`src/rtl/mmio_uart_fifo.sv`:
```
// MMIO front-end for the on-chip UART: TX/RX FIFOs, sticky overflow flags,
// level reporting, flush, and cycle/instruction counters with 1-cycle read latency.
module mmio_uart_fifo_buf #(
  parameter int unsigned DEPTH = 8
) (
  input  logic                       clk,
  input  logic                       rst,
  input  logic                       flush_i,
  input  logic                       push_i,
  input  logic                       pop_i,
  input  logic [7:0]                 data_i,
  output logic [7:0]                 data_o,
  output logic [$clog2(DEPTH):0]     level_o,
  output logic                       ovf_o
);
  localparam int unsigned AW = $clog2(DEPTH);
  localparam int unsigned LW = AW + 1;

  logic [7:0]    mem [DEPTH];
  logic [AW-1:0] wr_ptr_q, wr_ptr_d, rd_ptr_q, rd_ptr_d;
  logic [LW-1:0] level_q, level_d;
  logic          full, empty, do_push, do_pop;

  assign full    = (level_q == LW'(DEPTH));
  assign empty   = (level_q == '0);
  // A pop on a full FIFO frees the slot the same-cycle push lands in.
  assign do_pop  = pop_i && !empty;
  assign do_push = push_i && (!full || do_pop);
  assign ovf_o   = push_i && !do_push && !flush_i;
  assign data_o  = mem[rd_ptr_q];
  assign level_o = level_q;

  always_comb begin
    wr_ptr_d = wr_ptr_q;
    rd_ptr_d = rd_ptr_q;
    level_d  = level_q;
    if (flush_i) begin
      wr_ptr_d = '0;
      rd_ptr_d = '0;
      level_d  = '0;
    end else begin
      if (do_push) wr_ptr_d = wr_ptr_q + 1'b1;
      if (do_pop)  rd_ptr_d = rd_ptr_q + 1'b1;
      level_d = level_q + LW'(do_push) - LW'(do_pop);
    end
  end

  always_ff @(posedge clk) begin
    if (rst) begin
      wr_ptr_q <= '0;
      rd_ptr_q <= '0;
      level_q  <= '0;
    end else begin
      wr_ptr_q <= wr_ptr_d;
      rd_ptr_q <= rd_ptr_d;
      level_q  <= level_d;
    end
  end

  always_ff @(posedge clk) begin
    if (do_push && !flush_i) mem[wr_ptr_q] <= data_i;
  end
endmodule

module mmio_uart_fifo #(
  parameter int unsigned TX_DEPTH    = 8,
  parameter int unsigned RX_DEPTH    = 8,
  parameter logic [3:0]  BASE_NIBBLE = 4'h8
) (
  input  logic        clk,
  input  logic        rst,
  input  logic [31:0] addr,
  input  logic [31:0] wdata,
  input  logic [3:0]  we,
  input  logic        re,
  input  logic        inst_retire,
  output logic [31:0] rdata,
  output logic [7:0]  tx_data,
  output logic        tx_valid,
  input  logic        tx_ready,
  input  logic [7:0]  rx_data,
  input  logic        rx_valid,
  output logic        rx_ready
);
  logic        sel, wr_en, rd_en;
  logic [7:0]  off;
  logic        tx_push, tx_pop, rx_pop, ctrl_wr, cnt_rst, flush, clr;
  logic        tx_ovf_new, rx_ovf_new;
  logic        tx_ovf_q, tx_ovf_d, rx_ovf_q, rx_ovf_d;
  logic [31:0] cyc_q, cyc_d, inst_cnt_q, inst_cnt_d, rdata_q, rdata_d, rd_mux, status;
  logic [7:0]  rx_head;
  logic [$clog2(TX_DEPTH):0] tx_level;
  logic [$clog2(RX_DEPTH):0] rx_level;
  logic        unused_ok;

  assign sel     = (addr[31:28] == BASE_NIBBLE);
  assign off     = addr[7:0];
  assign wr_en   = sel && (we != '0);
  assign rd_en   = sel && re;
  assign tx_push = wr_en && (off == 8'h08);
  assign ctrl_wr = wr_en && (off == 8'h0C);
  assign cnt_rst = wr_en && (off == 8'h18);
  assign rx_pop  = rd_en && (off == 8'h04);
  assign flush   = ctrl_wr && wdata[1];
  assign clr     = ctrl_wr && wdata[0];
  assign tx_valid = (tx_level != '0);
  assign tx_pop   = tx_valid && tx_ready;
  assign rx_ready = 1'b1;
  assign unused_ok = ^{addr[27:8], wdata[31:8]};

  mmio_uart_fifo_buf #(.DEPTH(TX_DEPTH)) u_tx (
    .clk(clk), .rst(rst), .flush_i(flush), .push_i(tx_push), .pop_i(tx_pop),
    .data_i(wdata[7:0]), .data_o(tx_data), .level_o(tx_level), .ovf_o(tx_ovf_new)
  );

  mmio_uart_fifo_buf #(.DEPTH(RX_DEPTH)) u_rx (
    .clk(clk), .rst(rst), .flush_i(flush), .push_i(rx_valid), .pop_i(rx_pop),
    .data_i(rx_data), .data_o(rx_head), .level_o(rx_level), .ovf_o(rx_ovf_new)
  );

  assign status = {8'h00, 8'(tx_level), 8'(rx_level), 4'h0,
                   tx_ovf_q, rx_ovf_q, (rx_level != '0), (tx_level != TX_DEPTH[$clog2(TX_DEPTH):0])};

  always_comb begin
    rd_mux = '0;
    case (off)
      8'h00: rd_mux = status;
      8'h04: rd_mux = (rx_level != '0) ? {24'h0, rx_head} : '0;
      8'h10: rd_mux = cyc_q;
      8'h14: rd_mux = inst_cnt_q;
      default: rd_mux = '0;
    endcase
  end

  always_comb begin
    rdata_d    = rdata_q;
    if (re) rdata_d = sel ? rd_mux : '0;
    // A new overflow outranks a same-cycle clear.
    tx_ovf_d   = (tx_ovf_q && !clr) || tx_ovf_new;
    rx_ovf_d   = (rx_ovf_q && !clr) || rx_ovf_new;
    cyc_d      = cnt_rst ? '0 : cyc_q + 32'd1;
    inst_cnt_d = cnt_rst ? '0 : inst_cnt_q + 32'(inst_retire);
  end

  always_ff @(posedge clk) begin
    if (rst) begin
      rdata_q    <= '0;
      tx_ovf_q   <= 1'b0;
      rx_ovf_q   <= 1'b0;
      cyc_q      <= '0;
      inst_cnt_q <= '0;
    end else begin
      rdata_q    <= rdata_d;
      tx_ovf_q   <= tx_ovf_d;
      rx_ovf_q   <= rx_ovf_d;
      cyc_q      <= cyc_d;
      inst_cnt_q <= inst_cnt_d;
    end
  end

  assign rdata = rdata_q;
endmodule

```
`config.mk`:
```
export PLATFORM = sky130hd
export DESIGN_NAME = mmio_uart_fifo
export DESIGN_NICKNAME = d
export VERILOG_FILES = /design/src/rtl/mmio_uart_fifo.sv
export SDC_FILE = /design/constraint.sdc
export NUM_CORES = 1
export LEC_CHECK = 0
export CAP_MARGIN = 20
export CORE_AREA = 4 4 142 144
export CTS_CLUSTER_SIZE = 30
export DETAILED_ROUTE_END_ITERATION = 8
export DIE_AREA = 0 0 146 148
export PLACE_DENSITY = 0.85
export SLEW_MARGIN = 40
export SYNTH_ARGS = -nofsm -noshare
export SYNTH_HDL_FRONTEND = slang
export SYNTH_HIERARCHICAL = 1
export SYNTH_SLANG_ARGS = --single-unit
```
`constraint.sdc`:
```
create_clock -name clk -period 8.5 [get_ports clk]
set_input_delay 1.7 -clock clk [delete_from_list [all_inputs] [get_ports clk]]
set_output_delay 1.7 -clock clk [all_outputs]
set_load 0.03 [all_outputs]
```
==> results.json, run 1 <==
{
  "status": "finished clean",
  "cts_resized": 0,
  "synth_cell_types": 61,
  "gr-total-overflow": 0,
  "start_util_pct": 61.02,
  "cp.arrival_ps": 4580,
  "final_common_cell": "edfxtp_1",
  "antenna_cells": 0,
  "synth_edf_count": 128,
  "cts_setup_buffers": 0,
  "finalSetupViolCount": 0,
  "drtIter0Drc": 637,
  "clk_path_buf_depth": 3,
  "core_area_um2": 18710,
  "synth_flop_cell": "edfxtp_1",
  "rows": 50,
  "ios": 124,
  "wl_um": 25900,
  "layout_common_cells": "128 x edfxtp_1, 122 x dfxtp_1, 76 x clkdlybuf4s50_1",
  "fmax_mhz": 225.8,
  "dr.pass1.iters": 5,
  "cp_top_family": "simple AND/OR/NAND/NOR gates",
  "vias_per_cell": 6.411,
  "holdWs_ps": 451.6,
  "worstRegToRegCells": 11,
  "leakage_nw": 4.346,
  "grt_pass1_vias": 7662,
  "tightest_slew_ps": 842.8,
  "fin_skew_ps": 8.918,
  "critical_path_required_ps": 8650,
  "numClockSinks": 252,
  "ir_drop_mv": 0.1820,
  "cts_inserted_buffers": 26,
  "hold_viol": 0,
  "cp-start-kind": "input port",
  "cp_max_fo": 8,
  "gp_routability_congestion": 0.8391,
  "cts_tree": "yes",
  "startpoint": "addr[28]",
  "ctsHoldBuffers": 0,
  "cts.htree.levels": 1,
  "vias": 7905,
  "tns_ps": 0,
  "worstSkewPairLatency_ps": 520,
  "ys_warn_count": 6,
  "die_h_um": 148,
  "portBuffers": 78,
  "cpPeakStageDelay_ps": 740,
  "hp-class": "flip-flop to flip-flop",
  "grt_pass1_wl_um": 41000,
  "r2r-end": "u_tx/level_o[2]$_SDFF_PP0_",
  "ys_ff_latch": 252,
  "slew_viol_final": 0,
  "worstSetupPathType": "input port to flip-flop",
  "fin_crit_sh_pct": 52.10,
  "final_layout_size_suffix_gt1_share_pct": 12.91,
  "pre_cts_slack_ps": 3583,
  "worst_setup_path_end_kind": "flip-flop",
  "syn2layout_area_growth_pct": 15.73,
  "powerDensity_nw_per_um2": 220.3,
  "die_x_um": 146,
  "max_slew_margin_pct": 43.35,
  "reg2reg_slack_ps": 5760,
  "drtAntennaViolNets": 0,
  "worstHoldPathCells": 1,
  "antenna_found_initial": 0,
  "async_flop_share_pct": 0,
  "dp_hpwl_um": 16690,
  "die_area_um2": 21610,
  "hold_start": "cyc_q[0]$_SDFF_PP0_",
  "crit_buf_inv": 2,
  "final_area_um2": 13210,
  "cpMaxStageDelayCell": "nor4b_4",
  "syn_inst": 917,
  "fillers": 1269,
  "r2r_start": "u_tx/level_o[1]$_SDFF_PP0_",
  "track_usage_pct": 23.47,
  "rsz0062_at_grt": "no",
  "fin_nets": 1080,
  "fin_ws_ps": 4071,
  "root_buffer": "clkbuf_16",
  "synth_fp_nets": 1018,
  "wl_per_cell_um": 21.01,
  "layout_min_cycle_time_ps": 4429,
  "p_total_mw": 2.910,
  "crit_chain": "clkdlybuf4s50_1 -> nor4b_1 -> buf_4 -> nand4_1 -> nor3_1 -> o21ai_0 -> nor4b_4",
  "syn-mean-instance-area_um2": 12.45,
  "seq_area_frac_synth_pct": 55.43,
  "grt_max_degree": 60,
  "max_cap_violations": 0,
  "syn-cell-area_um2": 11410,
  "drc": 0,
  "clk_pin_slew_ps": 60,
  "min_to": "cyc_q[0]$_SDFF_PP0_",
  "dpl_cell_area_um2": 12280
}
[power breakdown]
group          leakage (nW)  switching (mW)  internal, mW  total, mW
combinational          1.77           0.192         0.171      0.363
clock                 0.423           0.453         0.730       1.18
sequential             2.16          0.0467          1.32       1.36
[worst max-delay path by stage]
stage / endpoint / depth (start not counted)
floorplan: u_tx/mem[0][0]$_DFFE_PP_ / 5
global placement: u_tx/mem[0][3]$_DFFE_PP_ / 5
detailed placement: u_tx/mem[0][4]$_DFFE_PP_ / 7
CTS: tx_data[6] / 3
global route: u_tx/mem[0][5]$_DFFE_PP_ / 7
finish: u_tx/mem[0][5]$_DFFE_PP_ / 7
[through the flow]
step / util [%] / std cells
floorplan: - / 917
detailed placement: 65.67 / 1185
global route: 70.62 / 1233
CTS: 70.49 / 1233
finish: 70.62 / 1233
global placement: 65.49 / 1184
[per-layer routing]
layer | GRT usage (%) | up-vias | routed length [um]
met5 | 0 | - | 0
met4 | 7.808 | 0 | 856
met3 | 3.832 | 56 | 1485
met2 | 39.71 | 278 | 12630
met1 | 31.21 | 3902 | 10940
li1 | - | 3669 | -
[cell usage after synthesis (all sizes together) (16+ instances only)]
| master | n | area (um2) |
|---|---|---|
| edfxtp | 128 | 3844 |
| dfxtp | 124 | 2482 |
| nor2 | 68 | 255.2 |
| nand2 | 40 | 150.1 |
| a21oi | 39 | 195.2 |
| clkbuf | 35 | 151.4 |
| mux2 | 33 | 371.6 |
| mux2i | 33 | 330.3 |
| mux4 | 32 | 833.3 |
| inv | 26 | 97.59 |
| nand3 | 26 | 135.1 |
| buf | 21 | 166.4 |
| o21ai | 21 | 105.1 |
| or4 | 21 | 162.7 |
| or3 | 20 | 127.6 |
| nand4 | 19 | 125.1 |
| nor4 | 18 | 118.9 |
| ha | 17 | 212.7 |
| nor3 | 17 | 90.09 |
| o31ai | 17 | 127.6 |
| xor2 | 17 | 148.9 |
| a32oi | 16 | 140.1 |
| nand3b | 16 | 120.1 |
[flip-flops by register name, summed over array words and instances, names as in the netlist, 3 cells and up, named ones only]
register	cells
u_tx/rd_ptr_q	3
u_rx/wr_ptr_q	3
u_rx/mem	64
inst_cnt_q	32
cyc_q	32
u_tx/level_o	4
u_rx/level_o	4
u_tx/wr_ptr_q	3
u_rx/rd_ptr_q	3
rdata	32
u_tx/mem	64
[kinds of logic (layout without fill, tap and decap cells)]
kind of cell,Yosys count,count (layout),share of synthesized area (%)
buf+inv,82,164,3.639
simple gates,305,305,15.22
fa+ha+maj,19,19,2.214
xor+xnor,27,27,2.072
other cells,1,1,0.03286
mux,98,98,13.45
compound gates,133,133,7.948
flops,252,252,55.43
[final cells by class]
class / instances / area, um2 / area share (%)
Inverter: 26 / 97.59 / 0.7388
Tap cell: 234 / 292.8 / 2.217
Multi-Input combinational cell: 583 / 4726 / 35.78
Clock inverter: 16 / 206.4 / 1.563
Timing Repair Buffer: 90 / 863.3 / 6.536
Sequential cell: 252 / 6329 / 47.91
Clock buffer: 32 / 694.4 / 5.257
(Power assumes the default switching activity.)
==> run 2: changes to the inputs <==
Settings changed: CORE_AREA 4 4 142 144 to 4 4 147 149, DIE_AREA 0 0 146 148 to 0 0 151 153, PLACE_DENSITY 0.85 to 0.79.
Clock period 8.5 ns to 4.4 ns, I/O delays scaled along.
==> run 2 against run 1 <==
Critical path depth decreased by 4. Clock skew decreased by 0.78 ps. Non-clock buffer count rose by 16. Die area up 6.9%. Wire length is 0.49% lower. Critical path type is now flip-flop to primary output. Highest routed layer unchanged.
==> results.json, run 2 (synthesized netlist as in run 1, its figures left out) <==
{
  "hp-class": "flip-flop to flip-flop",
  "crit_chain": "mux4_1 -> mux2_2 -> clkdlybuf4s50_1",
  "p_seq_share_pct": 48.8,
  "cts.htree.levels": 1,
  "ios": 124,
  "ctsHoldBuffers": 0,
  "tightest_slew_ps": 823.3,
  "cts_tree": "yes",
  "clk_pin_slew_ps": 60,
  "numClockSinks": 252,
  "fin_crit_sh_pct": 81.12,
  "cp_top_family": "multiplexers",
  "final_area_um2": 13250,
  "layout_min_cycle_time_ps": 3569,
  "ir_drop_mv": 0.3659,
  "track_usage_pct": 22.24,
  "die_x_um": 151,
  "syn2layout_area_growth_pct": 16.09,
  "cp_max_fo": 16,
  "max_slew_margin_pct": 45.05,
  "pre_cts_slack_ps": 472.2,
  "dpl_cell_area_um2": 12420,
  "fmax_mhz": 280.2,
  "leakage_nw": 4.398,
  "grt_max_degree": 45,
  "vias": 7906,
  "combPwrFrac_pct": 12.8,
  "root_buffer": "clkbuf_16",
  "slew_viol_final": 0,
  "final_util_pct": 65.69,
  "switchingPower_mw": 1.313,
  "worstSetupPathType": "flip-flop to primary output",
  "finalSetupViolCount": 0,
  "fillers": 1519,
  "p_clk_share_pct": 38.4,
  "dp_hpwl_um": 17460,
  "reg.largest.list": "u_rx/mem x64, u_tx/mem x64",
  "drtAntennaViolNets": 0,
  "fin_skew_ps": 8.135,
  "grt_pass1_vias": 7623,
  "gp_routability_congestion": 0.8360,
  "powerDensity_nw_per_um2": 406.5,
  "wl_per_cell_um": 20.06,
  "die_area_um2": 23100,
  "drc": 0,
  "clk_path_buf_depth": 3,
  "grt_pass1_wl_um": 41060,
  "die_h_um": 153,
  "vias_per_cell": 6.153,
  "cts_resized": 0,
  "worstSkewPairLatency_ps": 520,
  "cp-start-kind": "flip-flop",
  "crit_buf_inv": 1,
  "layout_common_cells": "128 x edfxtp_1, 122 x dfxtp_1, 76 x clkdlybuf4s50_1",
  "tns_ps": 0,
  "max_cap_violations": 0,
  "rows": 52,
  "cp.arrival_ps": 2690,
  "final_layout_size_suffix_gt1_share_pct": 13.69,
  "dr.pass1.iters": 5,
  "critical_path_required_ps": 3520,
  "hold_viol": 0,
  "holdWs_ps": 467.8,
  "power.internal_mw": 4.074,
  "cpPeakStageDelay_ps": 650,
  "drtIter0Drc": 618,
  "status": "finished clean",
  "antenna_cells": 0,
  "worst_setup_path_end_kind": "primary output",
  "wl_um": 25780,
  "gr-total-overflow": 0,
  "final_common_cell": "edfxtp_1",
  "cts_inserted_buffers": 26,
  "fin_nets": 1096,
  "core_area_um2": 20170,
  "rsz0062_at_grt": "no",
  "portBuffers": 78,
  "fin_ws_ps": 830.6,
  "switching_share_pct": 24.37,
  "antenna_found_initial": 0,
  "cts_setup_buffers": 0,
  "start_util_pct": 56.59,
  "cpMaxStageDelayCell": "mux4_1"
}
-- run 2: power groups by stage --
stage                     clock network (mW)  registers, mW  logic (mW)
after CTS                               2.11           2.63       0.681
after global routing                    2.21           2.64       0.758
after global placement                     0           2.67       0.655
after detailed placement                   0           2.68       0.675
final                                   2.07           2.63       0.690
after floorplan                            0           2.63       0.515
-- run 2: layer usage --
metal	up-vias	track usage, %	wire, um
met4	0	4.275	421
met1	3910	31.64	11190
met5	-	0	0
met2	261	36.13	12540
met3	40	4.175	1627
li1	3695	-	-
-- run 2: layout make-up --
class                   instances  area [um2]  share of cell area (%)
inverters                      26       97.59                  0.7365
repair buffers                106       980.9                   7.403
well taps                     270       337.8                   2.550
clock buffers                  35       718.2                   5.420
multi-input cells             583        4697                   35.45
clock inverters                13       90.09                  0.6799
flip-flops and latches        252        6329                   47.76
-- run 2: worst paths after layout --
kind | from | end | slack [ps] | depth (start not counted)
min | cyc_q[0]$_SDFF_PP0_ | cyc_q[0]$_SDFF_PP0_ | 470 | 1
max | flip-flop | tx_data[5] | 830 | 3
min reg2reg | cyc_q[0]$_SDFF_PP0_ | cyc_q[0]$_SDFF_PP0_ | 470 | 1
max reg2reg | u_tx/level_o[1]$_SDFF_PP0_ | u_tx/level_o[2]$_SDFF_PP0_ | 1760 | 11
-- run 2: per-stage QoR --
stage	power, mW	cells
floorplan	3.146	917
global placement	3.329	1237
detailed placement	3.354	1237
CTS	5.422	1285
global route	5.606	1285
finish	5.387	1285
==> run 3: changes to the inputs <==
Settings changed: CORE_AREA 4 4 147 149 to 4 4 155 157, DIE_AREA 0 0 151 153 to 0 0 159 161, PLACE_DENSITY 0.79 to 0.75.
Clock period 4.4 ns to 3.2 ns, I/O delays scaled along.
==> run 3 against run 2 <==
Worst setup slack worse by 650 ps. Non-clock buffer count is 28 higher. Sequential cell count stayed put. Sequential power is 36% higher. Hold slack better by 12 ps. Combinational power is 43% higher. Wire length is 1.7% higher. Total power is 41% higher. Largest cell class unchanged. Via count hardly changed.
==> results.json, run 3 (synthesized netlist as in run 1, its figures left out) <==
{
  "status": "finished clean",
  "cts_setup_buffers": 0,
  "wl_per_cell_um": 19.73,
  "max_cap_violations": 0,
  "critical_path_required_ps": 3620,
  "final_util_pct": 60.14,
  "root_buffer": "clkbuf_16",
  "die_x_um": 159,
  "hp-class": "flip-flop to flip-flop",
  "reg2reg_slack_ps": 600,
  "cp_top_family": "simple AND/OR/NAND/NOR gates",
  "fin_crit_sh_pct": 94.26,
  "drtAntennaViolNets": 0,
  "cpPeakStageDelay_ps": 450,
  "stdcell_count": 1329,
  "tightest_slew_ps": 766.8,
  "pre_cts_slack_ps": -381.1,
  "placed_cells": 1280,
  "final_common_cell": "edfxtp_1",
  "vias_per_cell": 5.954,
  "drtIter0Drc": 621,
  "clk_pin_slew_ps": 60,
  "rows": 55,
  "leakage_nw": 4.575,
  "numClockSinks": 252,
  "worstSkewPairLatency_ps": 540,
  "worst_setup_path_end_kind": "flip-flop",
  "die_area_um2": 25600,
  "reg.largest.list": "u_rx/mem x64, u_tx/mem x64",
  "crit_chain": "clkdlybuf4s50_1 -> or3_1 -> nor2_1 -> and4_1 -> inv_1 -> or3_1 -> o21ai_0 -> ha_1 -> inv_1 -> fa_1 -> xor2_1 -> nor2_1",
  "grt_max_degree": 53,
  "wl_um": 26220,
  "syn2layout_area_growth_pct": 18.58,
  "fin_nets": 1125,
  "gp_routability_congestion": 0.8281,
  "cp-start-kind": "input port",
  "ir_drop_mv": 0.4952,
  "ios": 124,
  "start_util_pct": 50.72,
  "dp_hpwl_um": 18080,
  "finalSetupViolCount": 0,
  "fmax_mhz": 331.5,
  "portBuffers": 78,
  "cp.arrival_ps": 3430,
  "track_usage_pct": 20.07,
  "cp_max_fo": 4,
  "gr-total-overflow": 0,
  "hold_viol": 0,
  "fin_ws_ps": 183.8,
  "fillers": 1760,
  "max_slew_margin_pct": 48.82,
  "cts.htree.levels": 1,
  "grt_pass1_vias": 7846,
  "rsz0062_at_grt": "no",
  "cts_tree": "yes",
  "cpMaxStageDelayCell": "clkdlybuf4s50_1",
  "grt_pass1_wl_um": 41900,
  "crit_buf_inv": 3,
  "drc": 0,
  "layout_min_cycle_time_ps": 3016,
  "die_h_um": 161,
  "slew_viol_final": 0,
  "worstSetupPathType": "input port to flip-flop",
  "fin_skew_ps": 26.33,
  "cts_inserted_buffers": 27,
  "clk_path_buf_depth": 3,
  "core_area_um2": 22500,
  "powerDensity_nw_per_um2": 559.9,
  "vias": 7913,
  "antenna_cells": 0,
  "antenna_found_initial": 0,
  "dr.pass1.iters": 5,
  "final_layout_size_suffix_gt1_share_pct": 15.71,
  "layout_common_cells": "128 x edfxtp_1, 124 x dfxtp_1, 68 x clkdlybuf4s50_1"
}
## run 3: repair_timing
item | 4_1_cts | 5_1_grt
endpoints found under the setup margin | 8 | 0
gates resized for setup | 8 | 0
hold buffers | 0 | 0
## run 3: through the flow
stage	TNS [ps]	power, mW	hold slack [ps]	area (um2)
after floorplan	0	4.325	420.6	11430
after global placement	-2453	4.611	436.4	12670
after detailed placement	-4402	4.645	469.2	12670
after CTS	0	7.641	483.1	13530
after global routing	0	7.891	505.7	13530
final	0	7.578	479.8	13530
## run 3: path summary, 6_finish.rpt
| kind | startpoint | endpoint | cells past startpoint |
|---|---|---|---|
| setup / recovery | addr[5] | u_rx/level_o[2]$_SDFF_PP0_ | 12 |
| hold / removal | rdata[22]$_SDFFE_PP0P_ | rdata[22]$_SDFFE_PP0P_ | 2 |
| setup reg to reg | u_tx/level_o[1]$_SDFF_PP0_ | u_tx/level_o[2]$_SDFF_PP0_ | 11 |
| hold reg to reg | rdata[22]$_SDFFE_PP0P_ | rdata[22]$_SDFFE_PP0P_ | 2 |
## run 3: worst reg2reg max path: stages (launching register included)
cell and delay [ps]:
dfxtp_1 500, nor3_1 120, nand2b_1 160, and2_1 230, inv_1 140, or3_1 430
o21ai_0 100, ha_1 200, inv_1 60, fa_1 370, xor2_1 150, nor2_1 50
## run 3: routing by layer
layer  share of wire, %  wire length, um  global-route usage (%)
met1                 43            11280                   26.66
met2                 50            13050                   34.61
met3                5.2             1365                   2.934
met4                2.0              526                   5.799
met5                  0                0                       0
## run 3: area by class of cell
cell class | instances | area (um2) | area share [%]
clock buffers | 35 | 768.2 | 5.676
clock inverters | 14 | 102.6 | 0.7581
inverters | 26 | 97.59 | 0.7211
multi-input cells | 583 | 4690 | 34.65
flip-flops and latches | 252 | 6326 | 46.74
well taps | 285 | 356.6 | 2.635
repair buffers | 134 | 1194 | 8.819
## run 3: power breakdown
part	switching [mW]	leakage [nW]	internal [mW]	total [mW]
clock	1.25	0.427	1.77	3.02
sequential	0.0764	2.16	3.50	3.57
combinational	0.539	1.99	0.449	0.988
total	1.86	4.57	5.72	7.58
